## src/rtl/cyp_pkg.sv

```systemverilog
// cyp_pkg: scheduler state encodings and slave-FIFO endpoint addresses.
package cyp_pkg;
   localparam logic [2:0] S_IDLE     = 3'd0;
   localparam logic [2:0] S_RX_ADDR  = 3'd1;
   localparam logic [2:0] S_RX_BURST = 3'd2;
   localparam logic [2:0] S_TX_ADDR  = 3'd3;
   localparam logic [2:0] S_TX_BURST = 3'd4;
   localparam logic [2:0] S_TURN     = 3'd5;
   localparam logic [1:0] EP2_ADDR   = 2'b00;
   localparam logic [1:0] EP6_ADDR   = 2'b10;
   localparam logic       G_RX       = 1'b0;
   localparam logic       G_TX       = 1'b1;
endpackage

```

## src/rtl/cyp_rr_arb2.sv

```systemverilog
// cyp_rr_arb2: 2-way round-robin picker; bit0 = RX, bit1 = TX, last_grant 1 = TX.
module cyp_rr_arb2 (
   input  logic [1:0] req,
   input  logic       last_grant,
   output logic [1:0] grant
);
   assign grant[0] = req[0] & (!req[1] | last_grant);
   assign grant[1] = req[1] & (!req[0] | !last_grant);
endmodule

```

## src/rtl/cyp_sfifo_sched.sv

```systemverilog
// cyp_sfifo_sched: packet-granular RX/TX scheduler for the CY68013 slave-FIFO bus.
module cyp_sfifo_sched
   import cyp_pkg::*;
#(
   parameter int         PKT_WORDS = 256,
   parameter int         TURN_CLKS = 4,
   parameter logic [1:0] EP_RX     = EP2_ADDR,
   parameter logic [1:0] EP_TX     = EP6_ADDR
) (
   input  logic        cyp_clk,
   input  logic        rst,
   input  logic        usb_flaga,
   input  logic        usb_flagc,
   input  logic [15:0] usb_fd_i,
   output logic [15:0] usb_fd_o,
   output logic        usb_fd_oe,
   output logic [1:0]  usb_fifoaddr,
   output logic        usb_slcs,
   output logic        usb_sloe,
   output logic        usb_slrd,
   output logic        usb_slwr,
   output logic        usb_pktend,
   input  logic        rx_en,
   input  logic        rx_full,
   output logic        rx_wen,
   output logic [15:0] rx_wdata,
   input  logic        tx_rdy,
   output logic        tx_ren,
   input  logic [15:0] tx_rdata,
   output logic        rx_pkt_done,
   output logic        tx_pkt_done,
   output logic        busy
);
   localparam int WW = $clog2(PKT_WORDS);
   localparam int TW = $clog2(TURN_CLKS + 1);
   logic [2:0]    state;
   logic [WW-1:0] word_cnt;
   logic [TW-1:0] turn_cnt;
   logic          last_grant;
   logic [1:0]    grant;
   logic          rd_go, wr_go, last_word;
   cyp_rr_arb2 u_arb (
      .req        ({tx_rdy & usb_flagc, rx_en & usb_flaga & !rx_full}),
      .last_grant (last_grant),
      .grant      (grant)
   );
   assign rd_go        = (state == S_RX_BURST) & usb_flaga & !rx_full;
   assign wr_go        = (state == S_TX_BURST) & usb_flagc;
   assign last_word    = word_cnt == WW'(PKT_WORDS - 1);
   assign usb_slrd     = !rd_go;
   assign usb_slwr     = !wr_go;
   assign rx_wen       = rd_go;
   assign tx_ren       = wr_go;
   assign usb_sloe     = !((state == S_RX_ADDR) | (state == S_RX_BURST));
   assign usb_fd_oe    = (state == S_TX_ADDR) | (state == S_TX_BURST);
   assign usb_fd_o     = tx_rdata;
   assign rx_wdata     = usb_fd_i;
   assign usb_slcs     = 1'b0;
   assign usb_pktend   = 1'b1;
   assign busy         = state != S_IDLE;
   always_ff @(posedge cyp_clk or posedge rst) begin
      if (rst) begin
         state        <= S_IDLE;
         word_cnt     <= '0;
         turn_cnt     <= '0;
         last_grant   <= G_TX;
         usb_fifoaddr <= EP_RX;
         rx_pkt_done  <= 1'b0;
         tx_pkt_done  <= 1'b0;
      end else begin
         rx_pkt_done <= rd_go & last_word;
         tx_pkt_done <= wr_go & last_word;
         case (state)
            S_IDLE: if (|grant) begin
               last_grant   <= grant[1];
               usb_fifoaddr <= grant[1] ? EP_TX : EP_RX;
               state        <= grant[1] ? S_TX_ADDR : S_RX_ADDR;
            end
            S_RX_ADDR: state <= S_RX_BURST;
            S_TX_ADDR: state <= S_TX_BURST;
            S_RX_BURST, S_TX_BURST: if (rd_go | wr_go) begin
               word_cnt <= last_word ? '0 : word_cnt + 1'b1;
               turn_cnt <= '0;
               if (last_word) state <= S_TURN;
            end
            S_TURN: begin
               word_cnt <= '0;
               turn_cnt <= (turn_cnt == TW'(TURN_CLKS - 1)) ? '0 : turn_cnt + 1'b1;
               if (turn_cnt == TW'(TURN_CLKS - 1)) state <= S_IDLE;
            end
            default: state <= S_IDLE;
         endcase
      end
   end
endmodule

```

## config.mk

```make
export PLATFORM = sky130hd
export DESIGN_NAME = cyp_sfifo_sched
export DESIGN_NICKNAME = d
export VERILOG_FILES = /design/src/rtl/cyp_pkg.sv /design/src/rtl/cyp_rr_arb2.sv /design/src/rtl/cyp_sfifo_sched.sv
export SDC_FILE = /design/constraint.sdc
export NUM_CORES = 1
export LEC_CHECK = 0
export ABC_AREA = 1
export CORE_MARGIN = 2
export CORE_UTILIZATION = 35
export CTS_CLUSTER_DIAMETER = 200
export CTS_CLUSTER_SIZE = 24
export DETAILED_ROUTE_END_ITERATION = 10
export PLACE_DENSITY = 0.74
export SLEW_MARGIN = 10
export SYNTH_ARGS = -nofsm -noshare
export SYNTH_HDL_FRONTEND = slang
export SYNTH_SLANG_ARGS = --single-unit
export TNS_END_PERCENT = 10
```

## constraint.sdc

```tcl
create_clock -name cyp_clk -period 4 [get_ports cyp_clk]
set_clock_uncertainty 0.1 [all_clocks]
set_input_delay 1 -clock cyp_clk [delete_from_list [all_inputs] [get_ports cyp_clk]]
set_output_delay 1 -clock cyp_clk [all_outputs]
set_load 0.02 [all_outputs]
```

==> results of run 1 <==
## cells in the mapped netlist
| master | n | area share (%) |
|---|---|---|
| o21ai_0 | 6 | 2.3 |
| nor2_1 | 15 | 4.2 |
| o21ai_2 | 1 | 0.66 |
| nand3_1 | 9 | 3.4 |
| nor2_2 | 2 | 0.94 |
| inv_1 | 19 | 5.4 |
| conb_1 | 2 | 0.57 |
| nor2_4 | 1 | 0.85 |
| nand3_4 | 1 | 1.3 |
| inv_2 | 4 | 1.1 |
| nand2_1 | 42 | 12 |
| dfstp_2 | 1 | 2.0 |
| nand4_1 | 3 | 1.4 |
| buf_4 | 36 | 20 |
| a21oi_1 | 6 | 2.3 |
| dfrtp_1 | 17 | 32 |
| a21boi_0 | 1 | 0.57 |
| xor2_1 | 1 | 0.66 |
| nand3_2 | 3 | 2.3 |
| ha_1 | 2 | 1.9 |
| nor3_1 | 1 | 0.38 |
| buf_6 | 1 | 0.85 |
| nand2_2 | 4 | 1.9 |
| o21ai_1 | 2 | 0.75 |
## sequential cells by signal (all words and copies together), names as in the netlist
name	count
usb_fifoaddr	1
turn_cnt	3
rx_pkt_done	1
state	3
word_cnt	8
last_grant	1
tx_pkt_done	1
## per-stage QoR
| stage | std cells | hold slack [ns] | worst slack, ns | util, % | total power [W] |
|---|---|---|---|---|---|
| after floorplan | 181 | 0.346 | 1.31 | - | 0.000622 |
| after global placement | 208 | 0.362 | 0.390 | 34.7 | 0.000673 |
| after detailed placement | 208 | 0.373 | 0.364 | 34.7 | 0.000676 |
| after CTS | 212 | 0.382 | 0.367 | 36.2 | 0.000826 |
| after global routing | 212 | 0.403 | 0.261 | 36.2 | 0.000891 |
| final | 212 | 0.381 | 0.383 | 36.2 | 0.000816 |
## power by group
group	switching, W	internal [W]	total (W)
clock	0.0000606	0.0000874	0.000148
combinational	0.000226	0.000144	0.000370
sequential	0.0000557	0.000242	0.000298
## path summary, 6_finish.rpt
check / to / slack (ns) / cells past startpoint
min reg2reg: turn_cnt[0] / 0.38 / 1
max: rx_wen / 0.38 / 6
min: turn_cnt[0] / 0.38 / 1
min in group asynchronous: word_cnt[7] / 1.05 / 2
max in group asynchronous: turn_cnt[2] / 2.30 / 2
max reg2reg: turn_cnt[1] / 2.46 / 6
## cells by family after synthesis
kind of cell	count (synthesis)	share of synthesized area, %
adders and majority gates	2	1.89
buffers and inverters	60	27.7
and+or+nand+nor	81	28.6
other	2	0.566
xor gates and xnor gates	1	0.660
DFF	18	34.1
AOI/OAI and AO/OA	16	6.51
## layer usage
layer  share of wire (%)  GRT usage [%]  vias to the layer above  routed length, µm
met5                   0              0                        -                  0
met3                 5.9           5.14                        2                125
met4                0.90           3.13                        0                 19
li1                    -              -                      489                  -
met1                  46           12.8                      431                976
met2                  47           18.0                       13                979
## final cells by class
cell class | count | area [µm²]
multi-input combinational | 103 | 510
clock buffer | 4 | 55.1
inverter | 23 | 86.3
tap | 48 | 60.1
sequential | 18 | 452
fill | 372 | 2340
timing repair buffer | 16 | 160
==> flow_metrics.py, run 1 <==
metrics = {
    "worst_setup_path": {
        "critical_path_peak_fanout": 5,
        "crit_buf_inv": 4,
        "worstSetupStartpoint": "usb_flaga",
        "cp_slowest_stage_delay_ns": 0.59,
        "cp-start-kind": "primary input",
        "crit_path_end_kind": "output port",
        "critPathTopFamily": "buffers and inverters",
        "reg2reg_from": "state[0]",
        "cp.required_ns": 2.90,
        "crit_chain": "clkdlybuf4s50_1 > inv_1 > nor2_1 > nand3_4 > inv_1 > clkdlybuf4s50_1",
        "cp.arrival_ns": 2.52,
        "critPathSlowestCell": "clkdlybuf4s50_1",
        "worstSetupPathType": "in -> out",
    },
    "drt": {
        "firstDrtPassIters": 4,
        "drc_errors": 0,
        "vias": 935,
        "post_drt_wl_per_cell_um": 9.91,
        "wl_um": 2100,
        "detail_route.iter0.violations": 34,
        "antenna_left": 0,
        "viasPerCell": 4.41,
    },
    "outcome": {
        "status": "complete, no violations",
    },
    "flow_run": {
        "maxCapViolCount": 0,
    },
    "finish": {
        "area_growth_pct": -0.189,
        "layout_commonest_cell": "nand2_1",
        "nets": 206,
        "drive_gt1_share_pct": 12.8,
        "diodes": 0,
        "design_area_um2": 1320,
        "mostFrequentLayoutCells": "nand2_1 (42), inv_1 (19), dfrtp_1 (17), clkdlybuf4s50_1 (16), nor2_1 (15)",
    },
    "clock_tree": {
        "clockBufferDepth": 2,
        "cts_made_buffers": 3,
        "root_buffer": "clkbuf_8",
        "cts_tree": "yes",
        "cts-htree-levels": 1,
        "ctsResizeCount": 0,
        "clk_latency_ns": 0.26,
        "cts_hold_buf": 0,
        "clk_pin_slew_ns": 0.06,
        "cts_setup_buffers": 0,
        "cts_sinks": 18,
    },
    "synth": {
        "synth_cells": 180,
        "ys_types": 24,
        "synth.cell_area_um2": 1330,
        "ys_seq_elements": 18,
        "yosys_warnings": 0,
        "avgSynthCellArea_um2": 7.37,
        "seq_area_frac_synth_pct": 34.1,
    },
    "global_routing": {
        "grt_max_degree": 19,
        "antenna_found_initial": 0,
        "grt.total_usage_pct": 11.0,
        "grt_pass1_vias": 855,
        "overflow": 0,
        "grt_pass1_wl_um": 3650,
    },
    "placement": {
        "place_area_um2": 1270,
        "place.gp.congestion": 0.841,
        "hpwl_um": 1640,
        "place.port_buffers": 16,
    },
    "worst_hold_path": {
        "hp-start": "turn_cnt[0]",
        "hold_class": "reg -> reg",
    },
    "sta": {
        "slew_headroom_pct": 53.5,
        "setup_viol": 0,
        "finalHoldViolations": 0,
        "fin_crit_ns": 3.62,
        "rsz0062_at_grt": "false",
        "report.final.slew_viol_count": 0,
        "period_share_pct": 90.4,
        "worstMarginPinSlew_ns": 0.696,
        "fmax_mhz": 276,
        "fin_tns_setup_ns": 0,
    },
    "die": {
        "start_util_pct": 36.2,
        "die-area_um2": 4300,
        "die_w_um": 65.6,
        "core_um2": 3660,
        "chipHeight_um": 65.6,
        "num_rows": 22,
        "io_pins": 84,
    },
    "power": {
        "powerDensity_nw_per_um2": 616,
        "vdd_drop_max_mv": 0.201,
        "p_leak_nw": 0.663,
    },
}
Power figures use the tool's default switching activity.
==> run 2: changes to the inputs <==
--- a/config.mk
+++ b/config.mk
@@ -11,7 +11,8 @@
 export CTS_CLUSTER_DIAMETER = 200
 export CTS_CLUSTER_SIZE = 24
 export DETAILED_ROUTE_END_ITERATION = 10
-export PLACE_DENSITY = 0.74
+export DONT_BUFFER_PORTS = 1
+export PLACE_DENSITY = 0.61
 export SLEW_MARGIN = 10
 export SYNTH_ARGS = -nofsm -noshare
 export SYNTH_HDL_FRONTEND = slang
==> constraint.sdc (replaced) <==
create_clock -name cyp_clk -period 3.09 [get_ports cyp_clk]
set_clock_uncertainty 0.1 [all_clocks]
set_input_delay 0.7725 -clock cyp_clk [delete_from_list [all_inputs] [get_ports cyp_clk]]
set_output_delay 0.7725 -clock cyp_clk [all_outputs]
set_load 0.02 [all_outputs]
==> flow_metrics.py, run 2 (synthesized netlist as in run 1, its figures left out) <==
metrics = {
    "clock_tree": {
        "clockBufferDepth": 2,
        "ctsResizeCount": 0,
        "root_buffer": "clkbuf_8",
        "cts_hold_buf": 0,
        "cts_setup_buffers": 0,
        "cts_made_buffers": 3,
        "cts_sinks": 18,
        "cts-htree-levels": 1,
        "cts_tree": "yes",
        "clk_pin_slew_ns": 0.06,
        "clk_latency_ns": 0.25,
    },
    "finish": {
        "area_growth_pct": -12.3,
        "diodes": 0,
        "design_area_um2": 1160,
        "fillCellCount": 385,
        "largestRegisters": "word_cnt (8), state (3), turn_cnt (3)",
        "nets": 190,
        "regMostFlops": "word_cnt",
        "mostFrequentLayoutCells": "nand2_1 (42), inv_1 (19), dfrtp_1 (17), nor2_1 (15), nand3_1 (9)",
        "largest_reg_flops": 8,
        "drive_gt1_share_pct": 14.2,
        "layout_commonest_cell": "nand2_1",
    },
    "sta": {
        "fin_crit_ns": 2.31,
        "fin_tns_setup_ns": 0,
        "fin_hold_ws_ns": 0.379,
        "setup_viol": 0,
        "worstMarginPinSlew_ns": 0.691,
        "slew_headroom_pct": 53.9,
        "rsz0062_at_grt": "false",
        "fmax_mhz": 433,
        "report.final.slew_viol_count": 0,
        "period_share_pct": 74.7,
        "finalHoldViolations": 0,
    },
    "power": {
        "pwr-share-seq_pct": 40.5,
        "swShare_pct": 44.6,
        "p_clk_share_pct": 19.4,
        "finalPower_w": 0.000979,
        "power.switching_w": 0.000437,
        "p_leak_nw": 0.601,
        "comb_power_share_pct": 40.1,
        "powerDensity_nw_per_um2": 842,
        "vdd_drop_max_mv": 0.238,
        "intPower_w": 0.000542,
    },
    "global_routing": {
        "grt_pass1_vias": 830,
        "grt.total_usage_pct": 10.9,
        "antenna_found_initial": 0,
        "overflow": 0,
        "grt_max_degree": 19,
        "grt_pass1_wl_um": 3620,
    },
    "die": {
        "die-area_um2": 4300,
        "chipHeight_um": 65.6,
        "core_um2": 3660,
        "start_util_pct": 36.2,
        "die_w_um": 65.6,
        "io_pins": 84,
        "num_rows": 22,
    },
    "drt": {
        "wl_um": 2070,
        "detail_route.iter0.violations": 65,
        "drc_errors": 0,
        "viasPerCell": 4.42,
        "vias": 866,
        "antenna_left": 0,
        "firstDrtPassIters": 4,
        "post_drt_wl_per_cell_um": 10.6,
    },
    "placement": {
        "place.gp.congestion": 0.747,
        "place_area_um2": 1110,
        "hpwl_um": 1600,
        "place.port_buffers": 0,
    },
    "worst_hold_path": {
        "hold_class": "reg -> reg",
        "hp-start": "turn_cnt[0]",
    },
    "worst_setup_path": {
        "crit_path_end_kind": "output port",
        "critPathTopFamily": "simple AND/OR/NAND/NOR gates",
        "crit_buf_inv": 2,
        "worstSetupStartpoint": "usb_flaga",
        "critPathSlowestCell": "nor2_1",
        "reg2reg_from": "state[0]",
        "crit_chain": "inv_1 > nor2_1 > nand3_4 > inv_1",
        "critical_path_peak_fanout": 5,
        "worstSetupPathType": "in -> out",
        "cp_common_cell": "inv_1",
        "cp.required_ns": 2.22,
        "cp_slowest_stage_delay_ns": 0.24,
        "cp.arrival_ns": 1.44,
        "cp-start-kind": "primary input",
    },
    "flow_run": {
        "maxCapViolCount": 0,
    },
    "outcome": {
        "status": "complete, no violations",
    },
}
## run 2: per-layer routing
| metal | global-route usage, % | part of all wire (%) | vias to the layer above |
|---|---|---|---|
| li1 | - | - | 455 |
| met1 | 13.3 | 45 | 387 |
| met2 | 16.7 | 46 | 22 |
| met3 | 5.14 | 7.5 | 2 |
| met4 | 3.91 | 0.87 | 0 |
| met5 | 0 | 0 | - |
## run 2: cell type report
class                      count  area (µm²)  area share [%]
tap                           48        60.1            5.16
sequential                    18         452            38.8
inverter                      23        86.3            7.42
clock buffer                   4        55.1            4.73
multi-input combinational    103         510            43.9
## run 2: path summary, 6_finish.rpt
kind	to	slack [ns]	cells after the start
worst max-delay path	rx_wen	0.78	4
worst min-delay path	turn_cnt[0]	0.38	1
worst max register to register	word_cnt[5]	1.40	6
worst min register to register	turn_cnt[0]	0.38	1
max in group asynchronous	state[2]	2.04	1
min in group asynchronous	word_cnt[7]	0.41	1
## run 2: worst reg2reg max path, delay by kind of cell, from the launching register on
kind                   cells  cell delay (ns)
buffers and inverters      1             0.16
AOI/OAI and AO/OA          1             0.06
DFF                        1             0.43
and+or+nand+nor            4             0.84
## run 2: per-stage QoR
| stage | cells | utilization, % | worst slack [ns] |
|---|---|---|---|
| 5_1_grt | 196 | 31.8 | 0.706 |
| 3_3_place_gp | 192 | 30.3 | 0.781 |
| 2_1_floorplan | 181 | - | 0.859 |
| 4_1_cts | 196 | 31.8 | 0.777 |
| 3_5_place_dp | 192 | 30.3 | 0.779 |
| 6_report | 196 | 31.8 | 0.781 |
## run 2: power by group through the flow
stage	clock network, W	registers (W)	logic, W
after floorplan	0	0.000371	0.000434
final	0.000190	0.000397	0.000393
after CTS	0.000196	0.000395	0.000400
after global placement	0	0.000399	0.000395
after detailed placement	0	0.000400	0.000399
after global routing	0.000208	0.000408	0.000463
==> run 3: changes to the inputs <==
==> constraint.sdc (replaced) <==
create_clock -name cyp_clk -period 1.9 [get_ports cyp_clk]
set_clock_uncertainty 0.1 [all_clocks]
set_input_delay 0.475 -clock cyp_clk [delete_from_list [all_inputs] [get_ports cyp_clk]]
set_output_delay 0.475 -clock cyp_clk [all_outputs]
set_load 0.02 [all_outputs]
==> flow_metrics.py, run 3 (synthesized netlist as in run 1, its figures left out) <==
metrics = {
    "global_routing": {
        "grt_pass1_vias": 848,
        "grt.total_usage_pct": 10.9,
        "grt_max_degree": 19,
        "grt_pass1_wl_um": 3620,
        "overflow": 0,
        "antenna_found_initial": 0,
    },
    "drt": {
        "wl_um": 2090,
        "drc_errors": 0,
        "viasPerCell": 4.34,
        "firstDrtPassIters": 4,
        "vias": 859,
        "detail_route.iter0.violations": 68,
        "antenna_left": 0,
        "post_drt_wl_per_cell_um": 10.5,
    },
    "worst_setup_path": {
        "crit_buf_inv": 2,
        "critPathTopFamily": "flip-flops",
        "crit_path_end_kind": "output port",
        "critPathSlowestCell": "dfrtp_1",
        "critical_path_peak_fanout": 5,
        "cp_slowest_stage_delay_ns": 0.45,
        "cp-start-kind": "register",
        "worstSetupPathType": "reg -> out",
        "worstSetupStartpoint": "state[1]",
        "cp.required_ns": 1.32,
        "reg2reg_from": "state[1]",
        "cp.arrival_ns": 1.26,
        "crit_chain": "inv_2 > nor2_4 > nand3_4 > inv_1",
    },
    "clock_tree": {
        "root_buffer": "clkbuf_8",
        "clk_latency_ns": 0.25,
        "cts-htree-levels": 1,
        "cts_tree": "yes",
        "clk_pin_slew_ns": 0.07,
        "cts_setup_buffers": 0,
        "cts_made_buffers": 3,
        "cts_sinks": 18,
        "clockBufferDepth": 2,
    },
    "finish": {
        "largestRegisters": "word_cnt (8), state (3), turn_cnt (3)",
        "drive_gt1_share_pct": 17.3,
        "regArea_um2": 453,
        "multiInputGateArea_um2": 518,
        "nets": 192,
        "fillCellCount": 395,
        "largest_reg_flops": 8,
        "layout_commonest_cell": "nand2_1",
        "regMostFlops": "word_cnt",
        "mostFrequentLayoutCells": "nand2_1 (42), inv_1 (19), dfrtp_1 (16), nor2_1 (14), nand3_1 (9)",
        "area_growth_pct": -10.5,
        "final_cells": 198,
        "diodes": 0,
    },
    "sta": {
        "fmax_mhz": 545,
        "setup_viol": 0,
        "fin_ws_ns": 0.0639,
        "rsz0062_at_grt": "true",
        "finalHoldViolations": 0,
        "fin_crit_ns": 1.84,
        "report.final.slew_viol_count": 0,
        "period_share_pct": 96.6,
    },
    "flow_run": {
        "maxCapViolCount": 0,
    },
    "die": {
        "die_w_um": 65.6,
        "num_rows": 22,
        "start_util_pct": 36.2,
        "chipHeight_um": 65.6,
        "die-area_um2": 4300,
        "io_pins": 84,
        "core_um2": 3660,
    },
    "placement": {
        "place.port_buffers": 0,
        "place_ws_ns": 0.171,
        "dp.cells": 194,
        "hpwl_um": 1610,
        "place.gp.congestion": 0.770,
    },
    "worst_hold_path": {
        "hold_class": "in -> async",
    },
    "power": {
        "comb_power_share_pct": 39.8,
        "swShare_pct": 44.5,
        "powerDensity_nw_per_um2": 1360,
        "pwr-share-seq_pct": 40.8,
        "p_leak_nw": 0.611,
        "intPower_w": 0.000895,
        "power.switching_w": 0.000717,
        "p_clk_share_pct": 19.4,
        "vdd_drop_max_mv": 0.410,
    },
    "outcome": {
        "status": "complete, no violations",
    },
}
-- run 3: final timing paths --
path / slack (ns) / end / cells after the start
hold / removal: 0.02 / word_cnt[3] / 2
hold reg to reg: 0.38 / turn_cnt[1] / 2
max in group asynchronous: 1.43 / last_grant / 2
setup / recovery: 0.06 / rx_wen / 4
setup reg to reg: 0.37 / word_cnt[5] / 7
min in group cyp_clk: 0.36 / state[1] / 3
-- run 3: repair_timing --
item,in CTS,in global routing
resized for setup,0,3
setup endpoints to repair,0,5
hold buffers,0,0
-- run 3: power groups by stage --
stage               logic (W)  clock network, W  registers, W
finish               0.000642          0.000313      0.000657
CTS                  0.000651          0.000325      0.000648
detailed placement   0.000649                 0      0.000656
global route         0.000754          0.000345      0.000676
global placement     0.000643                 0      0.000655
floorplan            0.000707                 0      0.000603
-- run 3: area by class of cell --
class	instances	share of cell area (%)
clock buffers	4	4.64
inverters	23	7.27
multi-input cells	103	43.6
flip-flops and latches	18	38.1
well taps	48	5.06
repair buffers	2	1.26
-- run 3: routing by layer --
| layer | vias up | part of all wire [%] | track usage [%] |
|---|---|---|---|
| met5 | - | 0 | 0 |
| met4 | 0 | 0.86 | 5.21 |
| met3 | 2 | 7.5 | 4.97 |
| met2 | 21 | 47 | 17.3 |
| met1 | 378 | 45 | 12.5 |
| li1 | 458 | - | - |
-- run 3: per-stage QoR --
| step | TNS, ns | area, µm² | hold WS, ns | util (%) | power (W) |
|---|---|---|---|---|---|
| after global routing | -0.0150 | 1190 | 0.0375 | 32.4 | 0.00178 |
| final | 0 | 1190 | 0.0192 | 32.4 | 0.00161 |
| after CTS | 0 | 1180 | 0.0268 | 32.2 | 0.00162 |
| after floorplan | 0 | 1330 | 0.313 | - | 0.00131 |
| after global placement | 0 | 1120 | 0.305 | 30.7 | 0.00130 |
| after detailed placement | 0 | 1120 | 0.308 | 30.7 | 0.00130 |
-- run 3: worst reg2reg max path, delay by kind of cell (launching register included) --
| family | cells | cell delay, ns |
|---|---|---|
| buffers and inverters | 2 | 0.24 |
| AOI/OAI and AO/OA | 1 | 0.06 |
| DFF | 1 | 0.45 |
| and+or+nand+nor | 4 | 0.57 |
